<file path="src/rtl/demuxer16_collect.sv">
// Serial-to-parallel 1:WIDTH demultiplexer with a one-word valid/ready output buffer.
// Optional DEMUX_MSB_FIRST_EN: first accepted bit lands in q[WIDTH-1] and sel counts down.
module demuxer16_collect #(
  parameter int unsigned WIDTH = 16,
  parameter int unsigned IDX_W = $clog2(WIDTH)
) (
  input  logic             clk,
  input  logic             rst_n,
  input  logic             clear,
  input  logic             in_bit,
  input  logic             in_valid,
  output logic             in_ready,
  output logic [IDX_W-1:0] sel,
  output logic [WIDTH-1:0] q,
  output logic             q_valid,
  input  logic             q_ready
);

`ifdef DEMUX_MSB_FIRST_EN
  localparam logic [IDX_W-1:0] Start = IDX_W'(WIDTH - 1);
  localparam logic [IDX_W-1:0] End   = '0;
`else
  localparam logic [IDX_W-1:0] Start = '0;
  localparam logic [IDX_W-1:0] End   = IDX_W'(WIDTH - 1);
`endif

  typedef enum logic [0:0] {StCollect, StFull} state_e;

  state_e             state_q, state_d;
  logic [IDX_W-1:0]   sel_q, sel_d;
  logic [WIDTH-1:0]   collector_q, collector_d;
  logic [WIDTH-1:0]   q_q, q_d;
  logic               q_valid_q, q_valid_d;
  logic [WIDTH-1:0]   word_new;
  logic               accept;

  assign in_ready = (state_q == StCollect);
  assign sel      = sel_q;
  assign q        = q_q;
  assign q_valid  = q_valid_q;

  // clear wins over an offered bit and over a stalled-word transfer
  assign accept = in_valid && in_ready && !clear;

  always_comb begin
    state_d     = state_q;
    sel_d       = sel_q;
    collector_d = collector_q;
    q_d         = q_q;
    q_valid_d   = q_valid_q;
    word_new    = collector_q;
    word_new[sel_q] = in_bit;

    if (q_valid_q && q_ready) q_valid_d = 1'b0;

    unique case (state_q)
      StCollect: begin
        if (accept) begin
          if (sel_q == End) begin
            sel_d = Start;
            if (!q_valid_q || q_ready) begin
              q_d         = word_new;
              q_valid_d   = 1'b1;
              collector_d = '0;
            end else begin
              collector_d = word_new;
              state_d     = StFull;
            end
          end else begin
            collector_d = word_new;
`ifdef DEMUX_MSB_FIRST_EN
            sel_d = sel_q - IDX_W'(1);
`else
            sel_d = sel_q + IDX_W'(1);
`endif
          end
        end
      end
      StFull: begin
        if (q_ready && !clear) begin
          q_d         = collector_q;
          q_valid_d   = 1'b1;
          collector_d = '0;
          state_d     = StCollect;
        end
      end
      default: state_d = StCollect;
    endcase

    if (clear) begin
      collector_d = '0;
      sel_d       = Start;
      state_d     = StCollect;
    end
  end

  always_ff @(posedge clk or negedge rst_n) begin
    if (!rst_n) begin
      state_q     <= StCollect;
      sel_q       <= Start;
      collector_q <= '0;
      q_q         <= '0;
      q_valid_q   <= 1'b0;
    end else begin
      state_q     <= state_d;
      sel_q       <= sel_d;
      collector_q <= collector_d;
      q_q         <= q_d;
      q_valid_q   <= q_valid_d;
    end
  end

endmodule

</file>
<file path="config.mk">
export PLATFORM = sky130hd
export DESIGN_NAME = demuxer16_collect
export DESIGN_NICKNAME = d
export VERILOG_FILES = /design/src/rtl/demuxer16_collect.sv
export SDC_FILE = /design/constraint.sdc
export NUM_CORES = 1
export LEC_CHECK = 0
export ABC_AREA = 1
export CAP_MARGIN = 25
export CORE_UTILIZATION = 60
export DETAILED_ROUTE_END_ITERATION = 12
export GPL_ROUTABILITY_DRIVEN = 1
export PLACE_DENSITY_LB_ADDON = 0.12
export SETUP_SLACK_MARGIN = 0.3
export SYNTH_ARGS = -nofsm -noshare
export SYNTH_HDL_FRONTEND = slang
export SYNTH_SLANG_ARGS = --single-unit
</file>
<file path="constraint.sdc">
create_clock -name clk -period 2.4 [get_ports clk]
set_clock_uncertainty 0.2 [all_clocks]
set_input_delay 0.6 -clock clk [delete_from_list [all_inputs] [get_ports clk]]
set_output_delay 0.6 -clock clk [all_outputs]
set_load 0.02 [all_outputs]
</file>
==> flow_summary.ini <==
[global_route]
grt_use_total_pct = 28.2
grt_max_degree = 39
grt_pass1_vias = 1828
grt_pass1_wl_um = 8620
antenna_found_initial = 0
gr-total-overflow = 0

[power]
cellPowerDensity_nw_per_um2 = 462
ir_drop_v = 0.000243
p_sw_share_pct = 25.8
p_int_uw = 893
total_power_mw = 1.20
p_comb_share_pct = 10.8
sequentialPowerShare_pct = 54.9
p_sw_uw = 310
leakagePower_nw = 1.38
power_frac_clock_pct = 34.3

[clock_network]
cts.path.max_buffers = 2
hold_buffers = 0
cts-root-buf = clkbuf_8
cts_buffers = 5
clk_pin_slew_ns = 0.07
clkLatencyLatePin_ns = 0.28
post_cts_resize_count = 3
postCtsSetupBuffers = 0
cts_tree = built
cts_max_level = 2
cts_sinks = 38

[sta]
setup_slack_ns = 0.331
tns_ns = 0
slew_headroom_pct = 68.6
fin_crit_sh_pct = 86.2
fin_crit_ns = 2.07
rsz0062_at_grt = no
fmax_mhz = 483
holdWs_ns = 0.150
worstMarginPinSlew_ns = 0.471
finalMaxSlewViolations = 0
setup_violations = 0
hold_viol = 0

[synth]
yosysUniqueCellTypes = 24
syn_area_um2 = 2270
ys_seq_elements = 38
synth_warnings = 0
syn_inst = 298
syn_nets = 308
yosysSeqAreaShare_pct = 41.8
avgSynthCellArea_um2 = 7.63

[placed_design]
place_congestion = 0.853
placed_area_um2 = 2510
dp.final_hpwl_um = 3330
place_inst = 360
port_buffers = 27
pre_cts_ws_ns = 0.0840

[worst_setup_path]
setup.worst_path.start_class = flip-flop
max_stage_delay_ns = 0.61
worstPathMaxFanout = 2
worstPathCellList = clkdlybuf4s50_1
worst-path-buf-inv = 1
crit_family = buffers and inverters
slowest_stage = clkdlybuf4s50_1
end_kind = output port
worstPathArrival_ns = 1.27
critPathKind = flip-flop to output port
cp.required_ns = 1.60

[finish]
num_antenna_cells = 0
mostFrequentLayoutCell = nand2_1
final_cell_mix = nand2_1 (115), nand3_1 (52), dfrtp_1 (38)
design_area_um2 = 2600
syn_to_final_growth_pct = 14.4
drive_above_1_share_pct = 11.8
final-instance-count-excl-fill = 367
nets = 331
finish.utilization_pct = 75.0

[flow_run]
cap_violations = 0

[floorplanning]
die-area_um2 = 4040
rows = 21
die_w_um = 63.6
ioPinCount = 28
die_h_um = 63.6
start_util_pct = 65.5
placeableCoreArea_um2 = 3470

[detailed_routing]
vias = 2046
vias_per_cell = 5.57
avgRoutedWirePerCell_um = 13.7
drtPass1Iterations = 4
route.detailed.drc = 0
totalWireLength_um = 5050
final_antenna_net_count = 0
drt_first_iter_violations = 160

[status]
status = complete, no violations

[hold_path]
hold_class = primary input to asynchronous set/reset pin
==> power by group through the flow <==
stage | sequential [mW] | clock (mW) | combinational (mW)
4_1_cts | 0.661 | 0.422 | 0.131
3_3_place_gp | 0.673 | 0 | 0.130
5_1_grt | 0.662 | 0.455 | 0.145
3_5_place_dp | 0.673 | 0 | 0.132
6_report | 0.661 | 0.412 | 0.130
2_1_floorplan | 0.677 | 0 | 0.0796
==> area by class of cell <==
type,instances,area [µm²]
repair buffers,35,329
clock buffers,7,76.3
multi-input cells,213,1080
inverters,28,110
fillers,284,867
flip-flops and latches,38,951
well taps,46,57.6
==> flip-flops by register name, indices dropped and copies added, names as in the netlist <==
signal,count
collector_q,16
q,16
sel,4
q_valid,1
state_q,1
==> final timing paths <==
check | from | to | cells past startpoint | slack (ns)
worst max-delay path | q[10]$_DFFE_PN0P_ | q[10] | 1 | 0.33
worst min-delay path | rst_n | collector_q[14]$_DFFE_PN0P_ | 2 | 0.15
worst max register to register | state_q$_DFF_PN0_ | q[8]$_DFFE_PN0P_ | 8 | 0.63
worst min register to register | q[8]$_DFFE_PN0P_ | q[8]$_DFFE_PN0P_ | 2 | 0.31
max in group asynchronous | rst_n | q[7]$_DFFE_PN0P_ | 2 | 1.52
min in group clk | q[8]$_DFFE_PN0P_ | q[8]$_DFFE_PN0P_ | 2 | 0.31
==> routing by layer <==
metal  global-route usage (%)  wire length [µm]  vias to the layer above
met2                     46.7              2520                       72
met1                     35.9              2140                      964
met4                     10.5                71                        0
met5                        0                 0                        -
li1                         -                 -                     1001
met3                     6.16               307                        9
==> synth_stat cells (all sizes together) <==
master | instances | share of area [%]
nor3 | 1 | 0.22
o32ai | 1 | 0.39
nand4 | 9 | 2.5
o21ai | 18 | 5.6
buf | 17 | 6.0
dfrtp | 38 | 42
ha | 4 | 2.2
inv | 27 | 4.7
clkinv | 1 | 0.16
nor2 | 4 | 0.77
clkbuf | 2 | 0.33
nand2 | 117 | 20
nand3 | 58 | 15
o22ai | 1 | 0.28
==> logic make-up after synthesis <==
logic type                 count (synthesis)  synth area share, %
AOI/OAI and AO/OA                         20                 6.27
adders and majority gates                  4                 2.20
buffers and inverters                     47                 11.2
DFF                                       38                 41.8
and+or+nand+nor                          189                 38.5
Power figures use the tool's default switching activity.
